===== config.mk =====
export PLATFORM = sky130hd
export DESIGN_NAME = reg_writeback_ctrl
export DESIGN_NICKNAME = d
export VERILOG_FILES = /design/src/rtl/reg_writeback_ctrl_pkg.sv /design/src/rtl/wb_load_fifo.sv /design/src/rtl/reg_writeback_ctrl.sv
export SDC_FILE = /design/constraint.sdc
export NUM_CORES = 1
export LEC_CHECK = 0
export ABC_CLOCK_PERIOD_IN_PS = 13700
export CAP_MARGIN = 0
export CELL_PAD_IN_SITES_DETAIL_PLACEMENT = 0
export CELL_PAD_IN_SITES_GLOBAL_PLACEMENT = 2
export CORE_MARGIN = 4
export CORE_UTILIZATION = 34
export CTS_CLUSTER_SIZE = 24
export DETAILED_ROUTE_END_ITERATION = 6
export PLACE_DENSITY_LB_ADDON = 0.1
export RECOVER_POWER = 25
export SLEW_MARGIN = 5
export SYNTH_ARGS = -nofsm -noshare
export SYNTH_HDL_FRONTEND = slang
export SYNTH_SLANG_ARGS = --single-unit

===== constraint.sdc =====
create_clock -name clk -period 13.7 [get_ports clk]
set_clock_uncertainty 0.1 [all_clocks]
set_input_delay 2.055 -clock clk [delete_from_list [all_inputs] [get_ports clk]]
set_output_delay 2.055 -clock clk [all_outputs]
set_load 0.01 [all_outputs]

===== src/rtl/reg_writeback_ctrl_pkg.sv =====
// Shared types for the integer register write-back path.
// Result width, register count and the load-return entry.
package reg_writeback_ctrl_pkg;
  localparam int XLEN      = 64;
  localparam int NREG      = 32;
  localparam int REG_IDX_W = 5;

  typedef struct packed {
    logic [REG_IDX_W-1:0] rd;
    logic [XLEN-1:0]      data;
  } wb_entry_t;
endpackage


===== src/rtl/wb_load_fifo.sv =====
// Load-return buffer: small FIFO of {rd, data} entries.
// Registered count drives full/empty; storage is not reset.
module wb_load_fifo
  import reg_writeback_ctrl_pkg::*;
#(
  parameter int DEPTH = 2
) (
  input  logic                   clk,
  input  logic                   reset,
  input  logic                   push,
  input  wb_entry_t              din,
  input  logic                   pop,
  output wb_entry_t              head,
  output logic                   full,
  output logic                   empty,
  output logic [$clog2(DEPTH):0] count
);
  localparam int AW = $clog2(DEPTH);
  localparam int CW = AW + 1;
  localparam logic [AW-1:0] PONE = 1;
  localparam logic [CW-1:0] CONE = 1;

  wb_entry_t       mem [DEPTH];
  logic [AW-1:0]   wp;
  logic [AW-1:0]   rp;

  always_ff @(posedge clk) begin
    if (push) mem[wp] <= din;
  end

  always_ff @(posedge clk) begin
    if (reset) begin
      wp    <= '0;
      rp    <= '0;
      count <= '0;
    end else begin
      if (push) wp <= wp + PONE;
      if (pop)  rp <= rp + PONE;
      case ({push, pop})
        2'b10:   count <= count + CONE;
        2'b01:   count <= count - CONE;
        default: ;
      endcase
    end
  end

  assign head  = mem[rp];
  assign full  = (count == CW'(DEPTH));
  assign empty = (count == '0);
endmodule


===== src/rtl/reg_writeback_ctrl.sv =====
// Write-side controller: merges ALU and load returns into one
// registered register-file write port and tracks busy registers.
module reg_writeback_ctrl
  import reg_writeback_ctrl_pkg::*;
#(
  parameter int LQ_DEPTH = 2
) (
  input  logic                 clk,
  input  logic                 reset,
  input  logic                 issue_valid,
  input  logic [REG_IDX_W-1:0] issue_rd,
  input  logic                 alu_valid,
  output logic                 alu_ready,
  input  logic [REG_IDX_W-1:0] alu_rd,
  input  logic [XLEN-1:0]      alu_data,
  input  logic                 ld_valid,
  output logic                 ld_ready,
  input  logic [REG_IDX_W-1:0] ld_rd,
  input  logic [XLEN-1:0]      ld_data,
  input  logic [REG_IDX_W-1:0] chk_rs1,
  input  logic [REG_IDX_W-1:0] chk_rs2,
  output logic                 hazard,
  output logic [NREG-1:0]      busy,
  output logic                 regWrite,
  output logic [REG_IDX_W-1:0] rd,
  output logic [XLEN-1:0]      WriteData
);
  localparam int CW = $clog2(LQ_DEPTH) + 1;

  logic          lq_full;
  logic          lq_empty;
  logic          lq_push;
  logic          lq_pop;
  logic [CW-1:0] lq_count;
  wb_entry_t     lq_head;
  wb_entry_t     alu_e;
  wb_entry_t     ld_e;
  wb_entry_t     sel;
  logic          sel_v;
  logic          launch;
  logic          room;
  logic [NREG-1:0] busy_nxt;

  assign alu_e = '{rd: alu_rd, data: alu_data};
  assign ld_e  = '{rd: ld_rd, data: ld_data};

  assign room      = !reset && (lq_count != CW'(LQ_DEPTH));
  assign alu_ready = room;
  assign ld_ready  = room;
  assign lq_push   = ld_valid && room;

  wb_load_fifo #(.DEPTH(LQ_DEPTH)) u_lq (
    .clk   (clk),
    .reset (reset),
    .push  (lq_push),
    .din   (ld_e),
    .pop   (lq_pop),
    .head  (lq_head),
    .full  (lq_full),
    .empty (lq_empty),
    .count (lq_count)
  );

  // A full queue outranks the ALU so loads cannot starve.
  always_comb begin
    sel_v  = 1'b0;
    sel    = lq_head;
    lq_pop = 1'b0;
    if (!reset) begin
      priority case (1'b1)
        lq_full: begin
          sel_v  = 1'b1;
          lq_pop = 1'b1;
        end
        alu_valid: begin
          sel_v = 1'b1;
          sel   = alu_e;
        end
        !lq_empty: begin
          sel_v  = 1'b1;
          lq_pop = 1'b1;
        end
        default: ;
      endcase
    end
  end

  assign launch = sel_v && (sel.rd != '0);

  always_ff @(posedge clk) begin
    if (reset) begin
      regWrite  <= 1'b0;
      rd        <= '0;
      WriteData <= '0;
    end else begin
      regWrite <= launch;
      if (launch) begin
        rd        <= sel.rd;
        WriteData <= sel.data;
      end
    end
  end

  // Set after clear: a newly issued producer wins the collision.
  always_comb begin
    busy_nxt = busy;
    if (launch) busy_nxt[sel.rd] = 1'b0;
    if (issue_valid && issue_rd != '0) busy_nxt[issue_rd] = 1'b1;
    busy_nxt[0] = 1'b0;
  end

  always_ff @(posedge clk) begin
    if (reset) busy <= '0;
    else       busy <= busy_nxt;
  end

  assign hazard = (chk_rs1 != '0 && busy[chk_rs1]) ||
                  (chk_rs2 != '0 && busy[chk_rs2]);
endmodule


==> metrics.txt <==
# TYPE chip_impl_metric gauge
chip_impl_metric{name="min_period",unit="ns"} 6.90
chip_impl_metric{name="dr.first_iter.drc_count",unit=""} 313
chip_impl_metric{name="grt_pass1_vias",unit=""} 7355
chip_impl_metric{name="fin_crit_sh",unit="%"} 50.3
chip_impl_info{name="critPathLaunchType",value="primary input"} 1
chip_impl_metric{name="post_dp_cell_area",unit="mm²"} 0.0132
chip_impl_metric{name="cts_max_level",unit=""} 1
chip_impl_info{name="synth-main-ff-cell",value="sky130_fd_sc_hd__edfxtp_1"} 1
chip_impl_metric{name="finalSetupViolations",unit=""} 0
chip_impl_metric{name="area_delta_synth_final",unit="%"} 38.0
chip_impl_metric{name="syn_inst",unit=""} 838
chip_impl_info{name="crit_top_cell",value="sky130_fd_sc_hd__clkdlybuf4s50_1"} 1
chip_impl_metric{name="clock_sinks",unit=""} 244
chip_impl_metric{name="syn_nets",unit=""} 997
chip_impl_metric{name="yosys_register_bits",unit=""} 244
chip_impl_metric{name="dp_cells",unit=""} 1440
chip_impl_info{name="timing.critical_path.slowest_stage_cell",value="sky130_fd_sc_hd__clkdlybuf4s50_1"} 1
chip_impl_info{name="critical_path_class",value="in -> out"} 1
chip_impl_info{name="synthMostInstantiatedCell",value="sky130_fd_sc_hd__edfxtp_1"} 1
chip_impl_info{name="hp_start",value="WriteData[47]$_SDFFE_PP0N_"} 1
chip_impl_metric{name="synth_top_area_share",unit="%"} 40.5
chip_impl_metric{name="timing.fmax",unit="MHz"} 145
chip_impl_metric{name="cp_slowest_stage_delay",unit="ns"} 0.78
chip_impl_metric{name="place.port_buffers",unit=""} 261
chip_impl_metric{name="grt_overflow_total",unit=""} 0
chip_impl_metric{name="post-cts-setup-buffers",unit=""} 0
chip_impl_metric{name="finalCoreUtilization",unit="%"} 47.6
chip_impl_metric{name="stdcell_count",unit=""} 1495
chip_impl_metric{name="synth-edff-count",unit=""} 138
chip_impl_metric{name="finalWeightedCongestion",unit=""} 0.788
chip_impl_info{name="tritoncts",value="built"} 1
chip_impl_metric{name="routed-via-count",unit=""} 7257
chip_impl_metric{name="rr_worst_depth",unit=""} 8
chip_impl_info{name="synth.top_cells.by_area",value="sky130_fd_sc_hd__edfxtp_1, sky130_fd_sc_hd__dfxtp_1, sky130_fd_sc_hd__mux2i_1"} 1
chip_impl_metric{name="core-area",unit="mm²"} 0.0296
chip_impl_info{name="rr_endpoint",value="WriteData[44]$_SDFFE_PP0N_"} 1
chip_impl_metric{name="synth_seq_area_share",unit="%"} 61.2
chip_impl_metric{name="cts.path.max_buffers",unit=""} 3
chip_impl_metric{name="pwr-share-comb",unit="%"} 25.8
chip_impl_metric{name="total_power",unit="mW"} 2.28
chip_impl_metric{name="number_of_antenna_violations_at_the_first_check_in_global_routing",unit=""} 11
chip_impl_metric{name="io_pins",unit=""} 263
chip_impl_metric{name="max_cap_violations",unit=""} 0
chip_impl_metric{name="hold_path_depth",unit=""} 2
chip_impl_metric{name="seq_power_share",unit="%"} 40.8
chip_impl_metric{name="timing.max_slew.rel_slack",unit="%"} 29.4
chip_impl_metric{name="fp-row-count",unit=""} 63
chip_impl_metric{name="final.fill_count",unit=""} 2767
chip_impl_info{name="clockRootBuffer",value="sky130_fd_sc_hd__clkbuf_16"} 1
chip_impl_metric{name="power.share.clock",unit="%"} 33.4
chip_impl_metric{name="power_report.internal_total",unit="mW"} 1.63
chip_impl_metric{name="critPathArrivalTime",unit="ns"} 4.74
chip_impl_metric{name="drt.antenna.violating_nets",unit=""} 0
chip_impl_info{name="yosys_top_cell_by_area",value="sky130_fd_sc_hd__edfxtp_1"} 1
chip_impl_metric{name="netSwitchingPower",unit="mW"} 0.644
chip_impl_metric{name="fin_hold_ws",unit="ns"} 0.361
chip_impl_metric{name="grt_start_max_net_pins",unit=""} 86
chip_impl_metric{name="clk_transition_reported_paths",unit="ns"} 0.06
chip_impl_metric{name="rrSetupSlack",unit="ns"} 9.85
chip_impl_metric{name="syn_avg_cell_area",unit="µm²"} 12.2
chip_impl_metric{name="max-vdd-ir-drop",unit="mV"} 0.0909
chip_impl_metric{name="fin_tns_setup",unit="ns"} 0
chip_impl_metric{name="fraction_of_layout_cells_with_a_size_suffix_above_1",unit="%"} 8.98
chip_impl_metric{name="grt_util_all_layers",unit="%"} 16.3
chip_impl_metric{name="setup_slack",unit="ns"} 6.80
chip_impl_metric{name="dr.pass1.iters",unit=""} 4
chip_impl_info{name="status",value="finished, final reports clean"} 1
chip_impl_info{name="cell_chain_critical_path",value="clkdlybuf4s50_1, mux4_2, mux2_2, nand2_1, o22ai_1, or4_1, clkdlybuf4s50_1"} 1
chip_impl_metric{name="ys_async_sr_fraction",unit="%"} 0
chip_impl_metric{name="cts_inserted_buffers",unit=""} 28
chip_impl_metric{name="cp.required",unit="ns"} 11.55
chip_impl_info{name="synth_commonest_cells",value="sky130_fd_sc_hd__edfxtp_1, sky130_fd_sc_hd__dfxtp_1, sky130_fd_sc_hd__mux2i_1"} 1
chip_impl_metric{name="routed_wirelength",unit="mm"} 27.6
chip_impl_metric{name="synth_cell_type_count",unit=""} 48
chip_impl_metric{name="grt_pass1_wl",unit="mm"} 42.8
chip_impl_metric{name="sw_frac_of_total",unit="%"} 28.3
chip_impl_metric{name="stdcell_area",unit="mm²"} 0.0141
chip_impl_metric{name="timing.final.hold_violations",unit=""} 0
chip_impl_info{name="crit_end_category",value="output port"} 1
chip_impl_metric{name="finish.net_count",unit=""} 1239
chip_impl_metric{name="floorplan.die.height",unit="µm"} 182
chip_impl_metric{name="fp.dieArea",unit="mm²"} 0.0329
chip_impl_metric{name="p_leak",unit="nW"} 4.83
chip_impl_metric{name="drc_violations_left",unit=""} 0
chip_impl_metric{name="route.detailed.wl_per_inst",unit="µm"} 18.5
chip_impl_metric{name="crit_fanout",unit=""} 9
chip_impl_metric{name="die_x",unit="µm"} 182
chip_impl_metric{name="vias_per_cell",unit=""} 4.85
chip_impl_metric{name="dp_hpwl",unit="mm"} 18.2
chip_impl_info{name="worst_hold_path_type",value="reg -> reg"} 1
chip_impl_metric{name="synth.yosys.warnings",unit=""} 0
chip_impl_metric{name="post_cts_hold_buffer_count",unit=""} 0
chip_impl_metric{name="power_density",unit="mW/mm²"} 161
chip_impl_metric{name="clock_latency",unit="ns"} 0.54
chip_impl_metric{name="detailedPlace.worstSlack",unit="ns"} 6.78
chip_impl_metric{name="postCtsResizedCells",unit=""} 0
chip_impl_metric{name="initial_core_util",unit="%"} 34.5
chip_impl_info{name="reg2reg_from",value="u_lq.count[0]$_SDFFE_PP0P_"} 1
chip_impl_metric{name="report.final.slew_viol_count",unit=""} 0
chip_impl_metric{name="synthesized_area",unit="mm²"} 0.0102
chip_impl_info{name="holdPathEnd",value="WriteData[47]$_SDFFE_PP0N_"} 1
chip_impl_info{name="rsz_0062_raised_after_global_routing",value="no"} 1
chip_impl_metric{name="worstMarginPinSlew",unit="ns"} 1.06
[power groups by stage]
stage	logic [mW]	registers (mW)	clock network (mW)
CTS	0.606	0.932	0.786
detailed placement	0.604	0.946	0
finish	0.587	0.929	0.760
floorplan	0.323	0.959	0
global route	0.648	0.941	0.814
global placement	0.602	0.945	0
[worst max path at each step]
stage | start | to | slack, ns
after floorplan | reset | u_lq.mem[0][0]$_DFFE_PP_ | 7.52
after global placement | chk_rs1[0] | hazard | 6.78
after detailed placement | chk_rs1[0] | hazard | 6.78
after CTS | chk_rs1[0] | hazard | 6.77
after global routing | chk_rs2[0] | hazard | 6.63
final | chk_rs1[0] | hazard | 6.80
[cell families (layout without fill, tap and decap cells)]
group	after synthesis	count (layout)	share of synthesized area, %
flops	244	244	61.2
mux	110	110	12.8
compound gates	195	195	11.6
fa+ha+maj	1	1	0.122
buf+inv	58	322	2.63
xor+xnor	4	4	0.342
other cells	1	4	0.0366
simple gates	225	225	11.3
[layout by cell type (no fill, tap or decap), types with 2 or more instances in the layout]
| cell type | n |
|---|---|
| sky130_fd_sc_hd__clkbuf_8 | 2 |
| sky130_fd_sc_hd__edfxtp_1 | 138 |
| sky130_fd_sc_hd__nor2b_1 | 36 |
| sky130_fd_sc_hd__bufinv_16 | 4 |
| sky130_fd_sc_hd__buf_4 | 8 |
| sky130_fd_sc_hd__clkbuf_16 | 28 |
| sky130_fd_sc_hd__o21ai_2 | 9 |
| sky130_fd_sc_hd__mux4_2 | 14 |
| sky130_fd_sc_hd__nand3b_1 | 5 |
| sky130_fd_sc_hd__o21ai_1 | 51 |
| sky130_fd_sc_hd__nand2b_1 | 55 |
| sky130_fd_sc_hd__or3_1 | 3 |
| sky130_fd_sc_hd__inv_1 | 2 |
| sky130_fd_sc_hd__clkdlybuf4s50_1 | 199 |
| sky130_fd_sc_hd__inv_6 | 2 |
| sky130_fd_sc_hd__mux2i_1 | 83 |
| sky130_fd_sc_hd__nor2_1 | 39 |
| sky130_fd_sc_hd__o21ai_0 | 55 |
| sky130_fd_sc_hd__xnor2_1 | 2 |
| sky130_fd_sc_hd__nand3_1 | 11 |
| sky130_fd_sc_hd__nand2_1 | 62 |
| sky130_fd_sc_hd__clkinvlp_4 | 2 |
| sky130_fd_sc_hd__or3b_2 | 3 |
| sky130_fd_sc_hd__xor2_1 | 2 |
| sky130_fd_sc_hd__mux2_2 | 11 |
| sky130_fd_sc_hd__diode_2 | 3 |
| sky130_fd_sc_hd__dlygate4sd3_1 | 61 |
| sky130_fd_sc_hd__clkbuf_1 | 3 |
| sky130_fd_sc_hd__clkinv_1 | 3 |
| sky130_fd_sc_hd__clkinv_2 | 6 |
| sky130_fd_sc_hd__nand4b_1 | 2 |
| sky130_fd_sc_hd__dfxtp_1 | 105 |
| sky130_fd_sc_hd__o211ai_1 | 50 |
| sky130_fd_sc_hd__nor3_1 | 2 |
| sky130_fd_sc_hd__a21oi_1 | 20 |
[flip-flops by register name, summed over array words and instances (netlist names), named ones only]
name        cells
WriteData      64
busy           31
rd              5
regWrite        1
u_lq.count      2
u_lq.mem      138
u_lq.rp         1
u_lq.wp         1
[per-layer routing]
layer / vias up / wire length [µm] / global-route usage (%)
li1: 3573 / - / -
met1: 3401 / 12400 / 21.8
met2: 213 / 12400 / 25.7
met3: 54 / 2050 / 5.21
met4: 16 / 659 / 4.17
met5: - / 91 / 0
[cell type report]
type | instances | area, µm² | share of cell area [%]
inverter | 2 | 7.51 | 0.0532
multi-input combinational | 536 | 3730 | 26.4
clock inverter | 19 | 219 | 1.55
sequential | 244 | 6270 | 44.4
clock buffer | 33 | 739 | 5.24
tap | 390 | 488 | 3.46
timing repair buffer | 268 | 2660 | 18.9
antenna | 3 | 7.51 | 0.0532
[worst max-delay path, delay by kind of cell]
family                 cells  cell delay (ns)
buffers and inverters      2             1.28
multiplexers               2             0.83
AND/OR/NAND/NOR            2             0.50
AO/OA/AOI/OAI              1             0.07
Note: power is estimated with default switching activity, not from simulation.
